<file path="src/rtl/board_manager.sv">
// Tic-tac-toe board manager: debounces the player's key, owns the X/O occupancy and enforces turn order.
// Optional macro CPU_STARTS_EN: the bot places the first O after reset, triggered by a single user_moved pulse.
module board_manager #(
    parameter int unsigned DEBOUNCE_CYCLES = 16,
    parameter int unsigned CNT_W           = 20
) (
    input  logic       clock,
    input  logic       reset,
    input  logic [3:0] square_sel,
    input  logic       enter_n,
    input  logic [3:0] cpu_move,
    input  logic       cpu_move_valid,
    input  logic       game_over,
    output logic [8:0] x_spots,
    output logic [8:0] o_spots,
    output logic       user_moved,
    output logic       cpu_turn,
    output logic       illegal_move,
    output logic [3:0] move_count,
    output logic       locked
);

    typedef enum logic [1:0] {WAIT_USER, VALIDATE, CPU_TURN, LOCKED} state_t;

`ifdef CPU_STARTS_EN
    localparam state_t StartState = CPU_TURN;
    localparam logic   StartCpu   = 1'b1;
`else
    localparam state_t StartState = WAIT_USER;
    localparam logic   StartCpu   = 1'b0;
`endif

    logic             syncMeta;
    logic             syncLevel;
    logic             keyLevel;
    logic             pressEvent;
    logic [CNT_W-1:0] stableCount;
    logic [3:0]       squareReg;
    state_t           state;
    logic [8:0]       occupied;
    logic [8:0]       userMask;
    logic [8:0]       cpuMask;
    logic             userLegal;
    logic             cpuLegal;
`ifdef CPU_STARTS_EN
    logic             startPending;
`endif

    // The counter holds samples-seen minus one, so the level flips on the DEBOUNCE_CYCLES-th differing sample.
    always_ff @(posedge clock or posedge reset) begin
        if (reset) begin
            syncMeta    <= 1'b1;
            syncLevel   <= 1'b1;
            keyLevel    <= 1'b1;
            stableCount <= '0;
            pressEvent  <= 1'b0;
            squareReg   <= '0;
        end else begin
            syncMeta   <= enter_n;
            syncLevel  <= syncMeta;
            pressEvent <= 1'b0;
            if (syncLevel == keyLevel) begin
                stableCount <= '0;
            end else if (stableCount == CNT_W'(DEBOUNCE_CYCLES - 1)) begin
                keyLevel    <= syncLevel;
                stableCount <= '0;
                if (!syncLevel) begin
                    pressEvent <= 1'b1;
                    squareReg  <= square_sel;
                end
            end else begin
                stableCount <= stableCount + 1'b1;
            end
        end
    end

    assign occupied  = x_spots | o_spots;
    assign userMask  = 9'd1 << squareReg;
    assign cpuMask   = 9'd1 << cpu_move;
    assign userLegal = (squareReg < 4'd9) && ((occupied & userMask) == '0);
    assign cpuLegal  = (cpu_move < 4'd9) && ((occupied & cpuMask) == '0);

    always_ff @(posedge clock or posedge reset) begin
        if (reset) begin
            state        <= StartState;
            x_spots      <= '0;
            o_spots      <= '0;
            user_moved   <= 1'b0;
            cpu_turn     <= StartCpu;
            illegal_move <= 1'b0;
            move_count   <= '0;
            locked       <= 1'b0;
`ifdef CPU_STARTS_EN
            startPending <= 1'b1;
`endif
        end else begin
            user_moved   <= 1'b0;
            illegal_move <= 1'b0;
`ifdef CPU_STARTS_EN
            if (startPending) begin
                user_moved   <= 1'b1;
                startPending <= 1'b0;
            end
`endif
            // Game end wins over any commit pending in the same cycle.
            if (state != LOCKED && (game_over || move_count == 4'd9)) begin
                state    <= LOCKED;
                cpu_turn <= 1'b0;
                locked   <= 1'b1;
            end else begin
                case (state)
                    WAIT_USER: begin
                        if (pressEvent) state <= VALIDATE;
                    end
                    VALIDATE: begin
                        if (userLegal) begin
                            x_spots    <= x_spots | userMask;
                            move_count <= move_count + 1'b1;
                            user_moved <= 1'b1;
                            cpu_turn   <= 1'b1;
                            state      <= CPU_TURN;
                        end else begin
                            illegal_move <= 1'b1;
                            state        <= WAIT_USER;
                        end
                    end
                    CPU_TURN: begin
                        if (cpu_move_valid) begin
                            if (cpuLegal) begin
                                o_spots    <= o_spots | cpuMask;
                                move_count <= move_count + 1'b1;
                                cpu_turn   <= 1'b0;
                                state      <= WAIT_USER;
                            end else begin
                                illegal_move <= 1'b1;
                            end
                        end
                    end
                    default: ;
                endcase
            end
        end
    end

endmodule

</file>
<file path="config.mk">
export PLATFORM = sky130hd
export DESIGN_NAME = board_manager
export DESIGN_NICKNAME = d
export VERILOG_FILES = /design/src/rtl/board_manager.sv
export SDC_FILE = /design/constraint.sdc
export NUM_CORES = 1
export LEC_CHECK = 0
export ABC_AREA = 1
export CORE_MARGIN = 8
export CORE_UTILIZATION = 34
export DETAILED_ROUTE_END_ITERATION = 6
export GPL_TIMING_DRIVEN = 0
export HOLD_SLACK_MARGIN = 0.1
export PLACE_DENSITY = 0.65
export SETUP_SLACK_MARGIN = 0.05
export SKIP_CTS_REPAIR_TIMING = 1
export SLEW_MARGIN = 20
export SYNTH_ARGS = -nofsm -noshare
export SYNTH_HDL_FRONTEND = slang
export SYNTH_SLANG_ARGS = --single-unit
</file>
<file path="constraint.sdc">
create_clock -name clock -period 2.1 [get_ports clock]
set_clock_uncertainty 0.05 [all_clocks]
set_input_delay 0.42 -clock clock [delete_from_list [all_inputs] [get_ports clock]]
set_output_delay 0.42 -clock clock [all_outputs]
set_load 0.005 [all_outputs]
</file>
==> results list <==
- Once detailed placement completed, the half-perimeter wirelength came to 4830 µm.
- Synthesis produced 387 cells.
- Logic depth of the worst register-to-register path: 10
* Pin count of the biggest net entering global routing: 57
* Leakage dissipation: 1.81 nW
- The clock drives 56 sinks.
* Worst rel slew slack: 53.3%
* Number of H-tree levels: 2
* Post-synthesis xor/xnor area fraction: 3.48%
- In this run the critical register-to-register path is launched from stableCount[0]$_DFF_PP0_.
- Synth Net Count: 408
* Global placer's final weighted congestion: 0.844
- Layout cell share with drive strength beyond 1: 8.33%
- Sequential elements use 46.5% of the synthesized area.
- After detailed routing, the average wire length per cell comes to 11.7 µm.
* 1st-pass router iterations: 4
- Leaving out fill and tap cells, the most frequent cells in the layout are 110 x sky130_fd_sc_hd__nand2_1, 57 x sky130_fd_sc_hd__inv_1, 55 x sky130_fd_sc_hd__nor2_1, 53 x sky130_fd_sc_hd__dfrtp_1, 37 x sky130_fd_sc_hd__clkdlybuf4s50_1.
* Clock root cell: sky130_fd_sc_hd__clkbuf_8
* Path type of the worst setup path: in -> reg
- For flop-to-flop paths, the worst setup slack is 0.30 ns.
- Counting along the longest clock path gives a buffer depth of 2.
* Min-delay worst type: reg -> reg
- # setup viols final: 0
- IO Count: 39
- After synthesis, the share of flip-flops with an asynchronous set or reset is 100%.
- The detailed router finished its first iteration with 85 violations.
- In the synthesized netlist, mux cells make up 1.49% of the area.
- Worst-case vdd ir drop: 279 µV
* Power density cells: 555 mW/mm²
* YS warnings: 0
- The later pin in the worst-skew pair is clocked with a latency of 0.31 ns.
- Top cells by area in the synthesized netlist: sky130_fd_sc_hd__dfrtp_1 44%, sky130_fd_sc_hd__nand2_1 14%, sky130_fd_sc_hd__inv_1 7.2%, sky130_fd_sc_hd__nor2_1 6.8%, sky130_fd_sc_hd__nand3_1 3.6%
- TritonCTS clock tree: built
- Worst path slowest cell: sky130_fd_sc_hd__clkdlybuf4s50_1
- Overall track demand over capacity in global routing: 10.9%
* Simple-gate portion of the synthesized area: 31.9%
* Avg Inst Size Synth: 7.80 µm²
- The mapped netlist covers 0.00302 mm².
- # port buffers: 38
- Of the available clock period, the critical path in the final layout requires 91.8%.
- Initial cell density of the core: 34.8%
- Row generation in the floorplan step produced 34 rows.
- Adding up every negative setup slack in the final design gives 0 ns.
- Cell count of the worst hold path: 0
* Via count of the first global-routing pass: 2413
* Signal arrival time at the worst endpoint: 2.07 ns
- Startpoint type of the worst setup path: input port
* Register bit total from synthesis: 56
* Fillcell total: 900
* Endpoint, Worst Hold: syncLevel$_DFF_PP1_
* Most common cell after layout, fill and taps aside: sky130_fd_sc_hd__nand2_1
- Fin. Hold Viols: 0
* First-pass GRT wire length: 10700 µm
- Counting distinct cell types in the post-synthesis netlist gives 35.
- Setup repair after global routing left no endpoint under its margin.
- Area taken by flip-flops and latches: 0.00141 mm²
* Worst hold path startpoint: syncMeta$_DFF_PP1_
* Total via count in the routed design: 2486
- After Yosys synthesis, full adders, half adders and majority gates account for 3.31% of the synthesized area.
- Max frequency: 519 MHz
- Measured along the y axis, the die boundary spans 110 µm.
* Pins Over Slew Limit: 0
* Synth-to-Final Area Change: 21.8%
- Overflow after GRT: 0
* Count of unresolved DRC violations after routing: 0
- Chain of cells forming the critical path: clkdlybuf4s50_1 > inv_1 > nand2_1 > inv_1 > nand3_1 > nand3_1 > nor2_1 > nand2_2 > a21oi_4 > nand2_2 > nand2_1 > o21ai_1
* Required time of the worst setup path: 2.25 ns
- Counting the buffers created by CTS gives 5.
- DR vias/cell: 4.60
- In this run the standard cell core region covers 0.00868 mm².
* Prevailing post-synth register cell: sky130_fd_sc_hd__dfrtp_1
- Final Routed Wirelength: 6300 µm
- After synthesis, the largest family of logic cells by area is simple AND/OR/NAND/NOR gates.
* Die area: 0.0122 mm²
- Proportion of netlist area held by the largest area contributor: 43.9%
- Worst setup slack after placement: -0.222 ns
- In the final layout, the multi-input gates occupy 0.00139 mm².
- Once detail routing completed, the nets flagged for antenna violations numbered 0.
* Max-cap check violation count: 0
- Clock transition time at the flip-flop clock pins of the worst setup and hold paths: 0.09 ns
- Final critical-path required period: 1.93 ns
- Critical Path Max Stage Delay: 0.55 ns
- Final worst-path setup slack: 0.172 ns
* Count of nets after finishing: 453
- Number of antenna violations at the first check in global routing: 0
* Outcome: complete, no violations
* Slew at the pin closest to its max-slew limit: 0.701 ns
- The biggest area contributor in the post-synthesis netlist is sky130_fd_sc_hd__dfrtp_1.
* Count of flip-flops with a built-in enable after synthesis: 0
- Start point of the critical path: cpu_move[0]
- Type of destination of the critical path: register
- In this run the worst path has a maximum fanout of 6.
* Number of diodes added for antenna fixing: 0
- Share of the synthesized area in compound gates (AO/OA/AOI/OAI): 5.43%
- Measured along the x axis, the die boundary spans 110 µm.
- In this run the critical register-to-register path is captured at stableCount[18]$_DFF_PP0_.
[state kept, by name (all words and copies together) (netlist names)]
name / flops
pressEvent: 1
state: 2
stableCount: 20
squareReg: 4
locked: 1
move_count: 4
o_spots: 9
syncLevel: 1
illegal_move: 1
x_spots: 9
keyLevel: 1
syncMeta: 1
cpu_turn: 1
user_moved: 1
[per-layer routing]
| layer | GRT usage (%) | share of wire, % |
|---|---|---|
| met1 | 12.9 | 44 |
| met2 | 19.0 | 48 |
| met3 | 2.44 | 6.7 |
| met4 | 3.43 | 1.2 |
| met5 | 0 | 0 |
[per-stage QoR]
step                total power [mW]  area (µm²)  cells  util [%]  hold WS [ns]
floorplan                       1.20        3020    387         -         0.295
global placement                1.25        3540    533      40.7         0.296
detailed placement              1.25        3540    533      40.8         0.298
CTS                             2.07        3670    540      42.3         0.312
global route                    2.13        3680    540      42.4         0.322
finish                          2.04        3680    540      42.4         0.311
[worst max-delay path: cells and delay by family]
kind	cells	cell delay (ns)
buffers and inverters	3	0.71
AOI/OAI and AO/OA	2	0.27
and+or+nand+nor	7	0.67
[cell usage after synthesis (2+ instances only)]
cell type	n
sky130_fd_sc_hd__a21oi_1	4
sky130_fd_sc_hd__a21oi_2	2
sky130_fd_sc_hd__dfrtp_1	53
sky130_fd_sc_hd__dfstp_2	3
sky130_fd_sc_hd__ha_1	8
sky130_fd_sc_hd__inv_1	58
sky130_fd_sc_hd__inv_2	4
sky130_fd_sc_hd__mux2_2	4
sky130_fd_sc_hd__nand2_1	111
sky130_fd_sc_hd__nand2_2	3
sky130_fd_sc_hd__nand2_4	2
sky130_fd_sc_hd__nand3_1	22
sky130_fd_sc_hd__nand4_1	2
sky130_fd_sc_hd__nor2_1	55
sky130_fd_sc_hd__nor2_4	3
sky130_fd_sc_hd__nor3_1	8
sky130_fd_sc_hd__nor4_1	2
sky130_fd_sc_hd__o21ai_0	6
sky130_fd_sc_hd__o21ai_1	10
sky130_fd_sc_hd__o21bai_1	2
sky130_fd_sc_hd__xnor2_1	3
sky130_fd_sc_hd__xor2_1	9
[how the worst max path moves through the flow]
stage / endpoint / depth (start not counted)
3_5_place_dp: move_count[1]$_DFFE_PP0P_ / 12
3_3_place_gp: user_moved$_DFF_PP0_ / 2
6_report: move_count[1]$_DFFE_PP0P_ / 12
5_1_grt: move_count[0]$_DFFE_PP0P_ / 12
2_1_floorplan: cpu_turn$_DFFE_PP0P_ / 1
4_1_cts: move_count[1]$_DFFE_PP0P_ / 12
[layout make-up]
type	count	area share, %
inverter	62	6.39
clock inverter	2	1.63
timing repair buffer	38	10.4
clock buffer	5	1.87
sequential	56	38.2
multi-input combinational	268	37.7
tap	108	3.67
buffer	1	0.102
[cells by family (layout without fill, tap and decap cells)]
| logic type | after synthesis | after routing |
|---|---|---|
| buf+inv | 63 | 108 |
| compound gates | 28 | 28 |
| simple gates | 216 | 216 |
| flops | 56 | 56 |
| fa+ha+maj | 8 | 8 |
| mux | 4 | 4 |
| xor+xnor | 12 | 12 |
[where the power goes]
| group | total [mW] | internal, mW | switching, mW |
|---|---|---|---|
| registers | 1.10 | 1.09 | 0.00983 |
| clock network | 0.814 | 0.470 | 0.344 |
| logic | 0.129 | 0.0459 | 0.0835 |
(Power assumes the default switching activity.)
